**src/rtl/collector_pkg.sv**
```systemverilog
// Shared types and constants for the serial byte collector and the detector that follows it.
package collector_pkg;
    localparam int WORD_W = 8;
    localparam int CNT_W  = 16;

    typedef enum logic {
        COLLECT = 1'b0,
        STALL   = 1'b1
    } state_t;
endpackage

```
**src/rtl/serial_byte_collector_if.sv**
```systemverilog
// Serial-in / word-out handshake bundle between a bit source, the collector and its word consumer.
interface serial_byte_collector_if
    import collector_pkg::*;
#(
    parameter int W = WORD_W
);
    logic             in_bit;
    logic             in_valid;
    logic             in_ready;
    logic             frame_clr;
    logic [W-1:0]     data_out;
    logic             out_valid;
    logic             out_ready;
    logic [CNT_W-1:0] word_cnt;

    // The environment drives the serial side and consumes words.
    modport master (
        output in_bit, in_valid, frame_clr, out_ready,
        input  in_ready, data_out, out_valid, word_cnt
    );

    modport slave (
        input  in_bit, in_valid, frame_clr, out_ready,
        output in_ready, data_out, out_valid, word_cnt
    );
endinterface

```
**src/rtl/serial_byte_collector.sv**
```systemverilog
// Assembles a valid/ready serial bit stream MSB-first into W-bit words, with a one-word stall buffer
// so a new word can complete while the consumer still holds the previous one.
module serial_byte_collector
    import collector_pkg::*;
#(
    parameter int W = WORD_W
) (
    input  logic                    clk,
    input  logic                    rst,
    serial_byte_collector_if.slave  bus
);
    localparam int BW = $clog2(W);

    state_t        state;
    logic [W-1:0]  shift_reg;
    logic [BW-1:0] bit_cnt;
    logic [W-1:0]  word;
    logic          accept;
    logic          handshake;
    logic          last_bit;

    assign word      = {shift_reg[W-2:0], bus.in_bit};
    assign accept    = bus.in_valid && bus.in_ready;
    assign handshake = bus.out_valid && bus.out_ready;
    assign last_bit  = (bit_cnt == BW'(W - 1));

    always_ff @(posedge clk) begin
        if (rst) begin
            state         <= COLLECT;
            bus.in_ready  <= 1'b1;
            bus.out_valid <= 1'b0;
            bus.data_out  <= '0;
            bus.word_cnt  <= '0;
            shift_reg     <= '0;
            bit_cnt       <= '0;
        end else begin
            // A consumed word empties the slot unless something reloads it below.
            if (handshake) begin
                bus.word_cnt  <= bus.word_cnt + CNT_W'(1);
                bus.out_valid <= 1'b0;
            end

            case (state)
                COLLECT: begin
                    if (bus.frame_clr) begin
                        // Discards the partial word, including a bit accepted this same cycle.
                        bit_cnt <= '0;
                    end else if (accept) begin
                        shift_reg <= word;
                        if (last_bit) begin
                            bit_cnt <= '0;
                            if (!bus.out_valid || bus.out_ready) begin
                                bus.data_out  <= word;
                                bus.out_valid <= 1'b1;
                            end else begin
                                state        <= STALL;
                                bus.in_ready <= 1'b0;
                            end
                        end else begin
                            bit_cnt <= bit_cnt + BW'(1);
                        end
                    end
                end

                STALL: begin
                    // The slot is always occupied here, so out_ready alone means a handshake.
                    if (bus.out_ready) begin
                        bus.data_out  <= shift_reg;
                        bus.out_valid <= 1'b1;
                        state         <= COLLECT;
                        bus.in_ready  <= 1'b1;
                    end
                end

                default: begin
                    state        <= COLLECT;
                    bus.in_ready <= 1'b1;
                end
            endcase
        end
    end
endmodule

```
**src/flat_wrapper.sv**
```systemverilog
// flat-port wrapper written by rule: the top's interface ports become plain ports
module serial_byte_collector_flat import collector_pkg::*;
#(
    parameter int W = WORD_W
)
  (clk, rst, bus_in_bit, bus_in_valid, bus_frame_clr, bus_out_ready, bus_in_ready, bus_data_out, bus_out_valid, bus_word_cnt);
  serial_byte_collector_if #(.W(W)) bus_i ();
  input  logic clk;
  input  logic rst;
  input wire logic [$bits(bus_i.in_bit)-1:0] bus_in_bit;
  input wire logic [$bits(bus_i.in_valid)-1:0] bus_in_valid;
  input wire logic [$bits(bus_i.frame_clr)-1:0] bus_frame_clr;
  input wire logic [$bits(bus_i.out_ready)-1:0] bus_out_ready;
  output wire logic [$bits(bus_i.in_ready)-1:0] bus_in_ready;
  output wire logic [$bits(bus_i.data_out)-1:0] bus_data_out;
  output wire logic [$bits(bus_i.out_valid)-1:0] bus_out_valid;
  output wire logic [$bits(bus_i.word_cnt)-1:0] bus_word_cnt;
  assign bus_i.in_bit = bus_in_bit;
  assign bus_i.in_valid = bus_in_valid;
  assign bus_i.frame_clr = bus_frame_clr;
  assign bus_i.out_ready = bus_out_ready;
  assign bus_in_ready = bus_i.in_ready;
  assign bus_data_out = bus_i.data_out;
  assign bus_out_valid = bus_i.out_valid;
  assign bus_word_cnt = bus_i.word_cnt;
  serial_byte_collector #(.W(W)) u_core (.clk(clk), .rst(rst), .bus(bus_i));
endmodule
```
**config.mk**
```make
export PLATFORM = sky130hd
export DESIGN_NAME = serial_byte_collector_flat
export DESIGN_NICKNAME = d
export VERILOG_FILES = /design/src/rtl/collector_pkg.sv /design/src/rtl/serial_byte_collector_if.sv /design/src/rtl/serial_byte_collector.sv /design/src/flat_wrapper.sv
export SDC_FILE = /design/constraint.sdc
export NUM_CORES = 1
export LEC_CHECK = 0
export BUFFER_PORTS_ARGS = -buffer_cell sky130_fd_sc_hd__buf_2
export CORE_MARGIN = 2
export CORE_UTILIZATION = 30
export CTS_CLUSTER_SIZE = 25
export DETAILED_ROUTE_END_ITERATION = 8
export PLACE_DENSITY = 0.55
export SETUP_SLACK_MARGIN = 0.4
export SYNTH_ARGS = -nofsm -noshare
export SYNTH_HDL_FRONTEND = slang
export SYNTH_SLANG_ARGS = --single-unit
```
**constraint.sdc**
```tcl
create_clock -name clk -period 2 [get_ports clk]
set_input_delay 0.1 -clock clk [delete_from_list [all_inputs] [get_ports clk]]
set_output_delay 0.1 -clock clk [all_outputs]
set_load 0.02 [all_outputs]
```
==> results.json, run 1 <==
{
  "netlist_area_sq_um": 1664,
  "largest_reg_flops": 16,
  "tightest_slew_ps": 778.0,
  "cp-startpoint": "u_core.bit_cnt[0]$_SDFFE_PP0P_",
  "ys_warn_count": 0,
  "antenna_found_initial": 0,
  "synth_top_area_cell": "dfxtp_1",
  "hp-start": "bus_in_bit",
  "dr.max_layer_used": "met4",
  "max_stage_delay_ps": 330,
  "area_growth_pct": 22.93,
  "async_flop_share": 0,
  "insertion_delay_ps": 290,
  "hold_viol_final": 0,
  "p_leak_nw": 0.8053,
  "cts_tree": "built",
  "vias": 1387,
  "cts_hold_buf": 0,
  "start_kind": "flop",
  "setup_violations": 0,
  "ioPinCount": 32,
  "ir_drop_mv": 0.3205,
  "grt_max_degree": 42,
  "drc": 0,
  "grt_pass1_vias": 1160,
  "die_h_um": 78.48,
  "diodes": 0,
  "clk_path_buf_depth": 2,
  "cts_setup_buffers": 0,
  "met1_length_mm": 1.601,
  "die_x_um": 78.48,
  "tns_ps": 0,
  "crit_fanout": 8,
  "setup.worst_path.end_class": "flop",
  "drt_iter0_drc": 96,
  "final_nets": 231,
  "initial_core_util": 0.3060,
  "hold_path.class": "in -> reg",
  "skew_ps": 5.207,
  "wl_met2_mm": 1.600,
  "slowest_stage": "dfxtp_2",
  "cp.required_ps": 2140,
  "synth-seq-area-share": 0.4571,
  "die_area_sq_um": 6159,
  "power_density_nw_per_um2": 708.1,
  "grt_pass1_wl_mm": 5.244,
  "crit_chain": "ha_2 > ha_4 > and4b_1 > o22a_1 > buf_6 > nor2_1 > a211oi_2",
  "synth.top_cell.area_share": 0.4571,
  "dp_hpwl_mm": 2.315,
  "row_count": 27,
  "slew_viol_final": 0,
  "cts_root_buffer": "clkbuf_8",
  "syn_avg_cell_area_sq_um": 8.805,
  "arrival_ps": 1710,
  "synth_cells": 189,
  "worstReg2RegStart": "u_core.bit_cnt[0]$_SDFFE_PP0P_",
  "final_layout_size_suffix_gt1_frac": 0.2928,
  "cts.sinks": 38,
  "clkSlewWorstSetupHoldPaths_ps": 80,
  "ys.flop_type": "dfxtp_1",
  "cts_made_buffers": 5,
  "grt_use_total": 0.1076,
  "syn-num-nets": 199,
  "routed_wl_mm": 3.423,
  "max_freq_mhz": 639.8,
  "synth_edf_count": 0,
  "dr_wl_met3_um": 129,
  "ys_ff_latch": 38,
  "gp_congestion": 0.7185,
  "utilization": 0.3761,
  "critPathKind": "reg -> reg",
  "portBuffers": 31,
  "slew_headroom": 0.4814,
  "drtAntennaViolNets": 0,
  "dr.pass1.iters": 4,
  "netlist-cell-type-count": 36,
  "rsz0062_at_grt": "no",
  "finalCritPeriodShare": 0.7814,
  "synth_common_cells": "dfxtp_1, nor2_1, nand2_1, a21oi_1",
  "htreeDepth": 2,
  "grt_overflow": 0,
  "post-route-min-period_ps": 1563,
  "yosysMostFrequentCell": "dfxtp_1",
  "drv_cap": 0,
  "status": "finished, final reports clean",
  "ys_top_cells_by_area": "dfxtp_1, nor2_1, nand2_1",
  "viasPerCell": 4.718,
  "wire_per_inst_um": 11.64,
  "core-area_sq_um": 5439
}
## worst paths after layout
check        cells after the start                             endpoint  slack (ps)
max                              7  u_core.bus.data_out[3]$_SDFFE_PP0P_         440
min                              3     u_core.shift_reg[0]$_SDFFE_PP0P_          50
max reg2reg                      7  u_core.bus.data_out[3]$_SDFFE_PP0P_         440
min reg2reg                      2     u_core.shift_reg[7]$_SDFFE_PP0P_         460
## critical path: cells and delay by family, from the launching register on
kind / cells / cell delay [ps]
AOI/OAI and AO/OA: 2 / 270
adders and majority gates: 2 / 360
and+or+nand+nor: 2 / 290
DFF: 1 / 330
buffers and inverters: 1 / 150
## per-stage QoR
stage               power (mW)  instance area (sq um)  worst slack [ps]  hold WS [ps]  cells
floorplan               0.8099                   1665             407.9         236.0    189
global placement        0.8203                   1878             450.0         354.5    285
finish                   1.448                   2046             437.1         47.55    294
CTS                      1.467                   1991             420.1         40.87    293
detailed placement      0.8198                   1878             411.4         360.3    285
global route             1.504                   2046             364.8         52.92    294
## layer usage
layer | vias to the layer above | track usage
met5 | - | 0
met4 | 0 | 0.05263
met3 | 7 | 0.03678
met2 | 22 | 0.1724
met1 | 632 | 0.1286
li1 | 726 | -
## where the power goes
| part | switching (mW) | total (mW) | internal [mW] | leakage, nW |
|---|---|---|---|---|
| Combinational | 0.0304 | 0.0422 | 0.0118 | 0.439 |
| Clock | 0.278 | 0.645 | 0.367 | 0.0579 |
| Sequential | 0.00227 | 0.761 | 0.759 | 0.308 |
| Total | 0.311 | 1.45 | 1.14 | 0.805 |
## kinds of logic (layout without fill, tap and decap cells)
group | count (synthesis) | in the layout | share of synthesized area
simple gates | 80 | 80 | 0.2301
flops | 38 | 38 | 0.4571
compound gates | 35 | 35 | 0.1338
buf+inv | 14 | 47 | 0.04661
xor+xnor | 9 | 9 | 0.04737
mux | 9 | 9 | 0.05489
fa+ha+maj | 4 | 4 | 0.03008
## repair_timing
item / 4_1_cts / 5_1_grt
gates cloned: 0 / 1
gates resized for setup: 1 / 15
pin swaps: 0 / 2
setup endpoints to repair: 1 / 11
## layout make-up
type                            instances  area, sq um
Tap cell                               72        90.09
Timing Repair Buffer                   37        203.9
Sequential cell                        38        765.7
Clock inverter                          3        40.04
Clock buffer                            5        68.82
Multi-Input combinational cell        137        869.6
Inverter                                2        7.507
Fill cell                             563         3393
## cell usage in the layout, fill, tap and decap left out, drive strengths merged, types with 2 or more instances in the layout
master | Yosys | final
dfxtp | 38 | 38
buf | 8 | 37
nor2 | 26 | 26
nand2 | 24 | 24
a21oi | 15 | 15
mux2i | 8 | 8
a211oi | 8 | 8
xor2 | 7 | 7
nand3 | 6 | 6
clkbuf | 4 | 5
nand4 | 4 | 4
ha | 4 | 4
nor2b | 3 | 3
a22oi | 3 | 3
and4 | 3 | 3
and3 | 3 | 3
a31o | 2 | 2
o21ai | 2 | 2
or4 | 2 | 2
or3 | 2 | 2
inv | 2 | 2
xnor2 | 2 | 2
or2 | 2 | 2
nor3 | 2 | 2
a31oi | 2 | 2
clkinv | 0 | 2
(Power assumes the default switching activity.)
==> run 2: changes to the inputs <==
Settings changed: PLACE_DENSITY 0.55 to 0.56.
Clock period 2 ns to 1.3 ns, I/O delays scaled along.
==> run 2 against run 1 <==
- the flow now finishes with violations (setup timing)
- critical endpoint is now u_core.bus.data_out[6]$_SDFFE_PP0P_
- clock power increased by 72%
- sequential power rose by 51%
- design area rose by 49%
==> results.json, run 2 (synthesis results as in run 1) <==
{
  "status": "finished, violations left",
  "violations": "setup timing",
  "setup.worst_path.end_class": "flop",
  "gp_congestion": 0.7362,
  "hp-start": "bus_in_bit",
  "cts_root_buffer": "clkbuf_8",
  "arrival_ps": 1610,
  "cts_made_buffers": 5,
  "cts_hold_buf": 0,
  "dp_hpwl_mm": 2.761,
  "largest_reg_flops": 16,
  "hold_ws_ps": 35.79,
  "clk_path_buf_depth": 2,
  "crit_fanout": 8,
  "mostFrequentLayoutCells": "buf_6, buf_4, nor2_1",
  "layout_commonest_cell": "buf_6",
  "slew_headroom": 0.7337,
  "tns_ps": -1242,
  "hold_path.class": "in -> reg",
  "grt_overflow": 0,
  "ir_drop_mv": 0.5483,
  "hold_viol_final": 0,
  "die_h_um": 78.48,
  "ioPinCount": 32,
  "cts_tree": "built",
  "start_kind": "flop",
  "max_stage_delay_ps": 340,
  "post-route-min-period_ps": 1435,
  "grt_pass1_vias": 1570,
  "viasPerCell": 4.894,
  "row_count": 27,
  "finalCritPeriodShare": 1.104,
  "cp.required_ps": 1470,
  "finalNonFillerCells": 341,
  "cp-startpoint": "u_core.bit_cnt[0]$_SDFFE_PP0P_",
  "power_density_nw_per_um2": 775.3,
  "fin_ws_ps": -135.4,
  "rsz0062_at_grt": "yes",
  "p_total_mw": 2.368,
  "clkSlewWorstSetupHoldPaths_ps": 70,
  "fill_cells": 464,
  "die_area_sq_um": 6159,
  "worstReg2RegStart": "u_core.bit_cnt[0]$_SDFFE_PP0P_",
  "critPathKind": "reg -> reg",
  "crit_top_cell": "ha_4",
  "grt_pass1_wl_mm": 7.238,
  "place_inst": 309,
  "setup_violations": 16,
  "diodes": 0,
  "skew_ps": 9.291,
  "tightest_slew_ps": 399.4,
  "final_layout_size_suffix_gt1_frac": 0.6877,
  "htreeDepth": 2,
  "final_nets": 278,
  "drv_cap": 0,
  "drtAntennaViolNets": 0,
  "p_leak_nw": 1.189,
  "crit_chain": "ha_4 > ha_4 > and4b_2 > o22a_4 > nor2_2 > a211oi_2",
  "grt_max_degree": 24,
  "wire_per_inst_um": 14.16,
  "place_ws_ps": -173.8,
  "core-area_sq_um": 5439,
  "vias": 1669,
  "initial_core_util": 0.3060,
  "slowest_stage": "dfxtp_2",
  "antenna_found_initial": 0,
  "drt_iter0_drc": 56,
  "dr.pass1.iters": 4,
  "die_x_um": 78.48,
  "cts.sinks": 38,
  "grt_use_total": 0.1480,
  "slew_viol_final": 0,
  "drc": 0,
  "max_freq_mhz": 696.7,
  "area_growth_pct": 83.53,
  "routed_wl_mm": 4.829,
  "insertion_delay_ps": 290,
  "portBuffers": 31
}
run 2: changes by cell type in the layout (fill, tap and decap cells not counted), moves of 5 or more:
cell,previous run,this run
nand3_1,6,1
dfxtp_1,34,14
buf_6,1,52
a21oi_1,15,4
nor2_1,25,19
a21oi_2,0,11
dfxtp_4,0,11
nand2_2,1,9
nor2_2,1,7
buf_4,5,24
nand2_1,23,10
dfxtp_2,4,13
nand2_4,0,5
buf_2,31,6
run 2: final cells by class:
type | instances | area, sq um | share of cell area
multi-input cells | 138 | 1195 | 0.3912
flip-flops and latches | 38 | 818.3 | 0.2679
repair buffers | 83 | 815.8 | 0.2671
clock buffers | 6 | 93.84 | 0.03073
well taps | 72 | 90.09 | 0.02950
clock inverters | 2 | 33.78 | 0.01106
inverters | 2 | 7.507 | 0.002458
run 2: path summary, 6_finish.rpt:
kind              slack, ps                             endpoint  depth (start not counted)
setup / recovery       -140  u_core.bus.data_out[6]$_SDFFE_PP0P_                          6
hold / removal           40     u_core.shift_reg[0]$_SDFFE_PP0P_                          3
setup reg to reg       -140  u_core.bus.data_out[6]$_SDFFE_PP0P_                          6
hold reg to reg         480     u_core.shift_reg[7]$_SDFFE_PP0P_                          2
run 2: repair_timing:
action,CTS,global route
pin swaps,37,31
gates resized for setup,101,49
gates cloned,0,1
endpoints found under the setup margin,53,59
buffers inserted,11,12
run 2: critical path, delay by kind of cell (launching register included):
| kind | cells | cell delay, ps |
|---|---|---|
| AO/OA/AOI/OAI | 2 | 320 |
| adder cells (fa/ha/maj) | 2 | 320 |
| AND/OR/NAND/NOR | 2 | 350 |
| flip-flops | 1 | 340 |
run 2: routing by layer:
| layer | GRT usage | wire, um | vias to the layer above |
|---|---|---|---|
| li1 | - | - | 825 |
| met1 | 0.1758 | 2052 | 810 |
| met4 | 0.05263 | 93 | 0 |
| met5 | 0 | 0 | - |
| met3 | 0.03448 | 154 | 8 |
| met2 | 0.2603 | 2528 | 26 |
run 2: per-stage QoR:
stage | utilization | area (sq um)
4_1_cts | 0.5100 | 2774
6_report | 0.5615 | 3054
2_1_floorplan | - | 1851
3_3_place_gp | 0.4076 | 2217
5_1_grt | 0.5615 | 3054
3_5_place_dp | 0.4076 | 2217
run 2: where the power goes:
part	leakage (nW)	total (mW)	switching (mW)	internal [mW]
combinational	0.804	0.114	0.0726	0.0416
sequential	0.321	1.15	0.00461	1.14
clock	0.0640	1.11	0.423	0.682
total	1.19	2.37	0.500	1.87
==> run 3: changes to the inputs <==
Settings changed: SKIP_LAST_GASP set to 1.
==> run 3 against run 2 <==
- the run still ends with setup timing left
- via count shrank 1.3%
- worst setup slack gained 1.5 ps
- hold slack lost 4.8 ps
- first-iteration DRC count shrank 20%
- die area is the same
- clock skew grew 0.89 ps
- design area shrank 1.5%
- clock power is essentially flat
- maximum frequency grew 0.11%
- critical path type unchanged
==> results.json, run 3 (synthesis results as in run 1) <==
{
  "status": "finished, violations left",
  "violations": "setup timing",
  "tns_ps": -1188,
  "drc": 0,
  "power_switching_share": 0.2098,
  "post-route-min-period_ps": 1434,
  "slew_viol_final": 0,
  "cts_made_buffers": 5,
  "core-area_sq_um": 5439,
  "hold_path.class": "in -> reg",
  "hold_path_end": "u_core.shift_reg[0]$_SDFFE_PP0P_",
  "r2r_slack_ps": -130,
  "r2r_cells": 6,
  "p_comb_frac": 0.047,
  "ir_drop_mv": 0.5484,
  "die_x_um": 78.48,
  "max_freq_mhz": 697.4,
  "finalNonFillerCells": 340,
  "p_total_mw": 2.363,
  "setup.worst_path.end_class": "flop",
  "grt_pass1_vias": 1541,
  "htreeDepth": 2,
  "skew_ps": 10.18,
  "row_count": 27,
  "max_stage_delay_ps": 340,
  "cts_tree": "built",
  "p_int_mw": 1.868,
  "holdPathStages": 3,
  "crit_top_cell": "ha_4",
  "wire_per_inst_um": 13.65,
  "finalCritPeriodShare": 1.103,
  "arrival_ps": 1610,
  "critPathKind": "reg -> reg",
  "largest_reg_flops": 16,
  "final_layout_size_suffix_gt1_frac": 0.6791,
  "grt_pass1_wl_mm": 7.120,
  "cts.sinks": 38,
  "clkSlewWorstSetupHoldPaths_ps": 80,
  "slew_headroom": 0.7450,
  "drv_cap": 0,
  "grt_overflow": 0,
  "cts_root_buffer": "clkbuf_8",
  "die_area_sq_um": 6159,
  "seqPwrFrac": 0.486,
  "layout_commonest_cell": "buf_6",
  "crit_fanout": 8,
  "switching_power_mw": 0.4957,
  "dr.pass1.iters": 4,
  "diodes": 0,
  "ioPinCount": 32,
  "insertion_delay_ps": 290,
  "die_h_um": 78.48,
  "routed_wl_mm": 4.641,
  "viasPerCell": 4.847,
  "final_nets": 277,
  "setup_violations": 17,
  "tightest_slew_ps": 382.5,
  "rsz0062_at_grt": "yes",
  "gp_congestion": 0.7362,
  "grt_max_degree": 24,
  "drt_iter0_drc": 45,
  "cp_num_buf_inv": 0,
  "clkPwrFrac": 0.467,
  "hp-start": "bus_in_bit",
  "p_leak_nw": 1.162,
  "dp_hpwl_mm": 2.761,
  "place_inst": 309,
  "cts_hold_buf": 0,
  "initial_core_util": 0.3060,
  "drtAntennaViolNets": 0,
  "grt_use_total": 0.1449,
  "vias": 1648,
  "antenna_found_initial": 0,
  "cp.required_ps": 1470,
  "fin_ws_ps": -133.8,
  "worstReg2RegStart": "u_core.bit_cnt[0]$_SDFFE_PP0P_",
  "area_growth_pct": 80.83,
  "crit_chain": "ha_4 > ha_4 > and4b_2 > o22a_4 > nor2_2 > a211oi_2",
  "cpLargestDelayFamily": "simple AND/OR/NAND/NOR gates",
  "slowest_stage": "dfxtp_2",
  "power_density_nw_per_um2": 785.4,
  "clk_path_buf_depth": 2,
  "hold_viol_final": 0,
  "mostFrequentLayoutCells": "buf_6, buf_4, nor2_1",
  "portBuffers": 31,
  "regToRegEndpoint": "u_core.bus.data_out[6]$_SDFFE_PP0P_",
  "start_kind": "flop"
}
==> run 3: changes by cell type in the layout (fill, tap and decap cells not counted), sizes merged <==
cell | before | now
buf | 83 | 82
==> run 3: final cells by class <==
cell class | count | area, sq um
fill | 472 | 2430
multi-input combinational | 138 | 1179
sequential | 38 | 818.3
timing repair buffer | 82 | 787.0
clock buffer | 6 | 93.84
tap | 72 | 90.09
clock inverter | 2 | 33.78
inverter | 2 | 7.507
==> run 3: worst max-delay path by stage <==
stage | start | to | cells after the start
finish | u_core.bit_cnt[0]$_SDFFE_PP0P_ | u_core.bus.data_out[6]$_SDFFE_PP0P_ | 6
global route | u_core.bit_cnt[0]$_SDFFE_PP0P_ | u_core.bus.data_out[6]$_SDFFE_PP0P_ | 6
CTS | u_core.bit_cnt[1]$_SDFFE_PP0P_ | u_core.bus.data_out[2]$_SDFFE_PP0P_ | 6
detailed placement | u_core.bit_cnt[1]$_SDFFE_PP0P_ | u_core.bus.data_out[4]$_SDFFE_PP0P_ | 6
global placement | u_core.bit_cnt[1]$_SDFFE_PP0P_ | u_core.bus.data_out[0]$_SDFFE_PP0P_ | 6
floorplan | u_core.bit_cnt[0]$_SDFFE_PP0P_ | u_core.bus.data_out[0]$_SDFFE_PP0P_ | 7
==> run 3: timing repair <==
action,CTS,global route
gates resized for setup,95,44
setup endpoints to repair,53,59
gates cloned,0,1
pin swaps,34,31
buffers inserted,11,11
==> run 3: worst min-delay path: cells and delay by family <==
family,cells,cell delay (ps)
buffers and inverters,1,110
AO/OA/AOI/OAI,1,40
AND/OR/NAND/NOR,1,60
==> run 3: layer usage <==
metal  vias up  global-route usage  share of wire
met5         -                   0              0
met4         0             0.04737          0.016
met3         8             0.03333          0.034
met2        24              0.2500           0.51
met1       791              0.1779           0.44
li1        825                   -              -
==> run 3: power by group through the flow <==
stage          logic, mW  clock network (mW)  registers, mW
6_report           0.111                1.10           1.15
2_1_floorplan     0.0613                   0           1.18
3_5_place_dp      0.0906                   0           1.18
5_1_grt            0.123                1.20           1.15
4_1_cts            0.105                1.13           1.15
3_3_place_gp      0.0890                   0           1.18
==> run 3: metrics by stage <==
stage | hold WS, ps | util | setup WS, ps | cell area (sq um)
after floorplan | 205.5 | - | -113.3 | 1851
after global placement | 324.8 | 0.4076 | -136.1 | 2217
after detailed placement | 328.0 | 0.4076 | -173.8 | 2217
after CTS | 23.02 | 0.5061 | -105.5 | 2753
after global routing | 40.00 | 0.5533 | -179.1 | 3009
final | 31.04 | 0.5533 | -133.8 | 3009
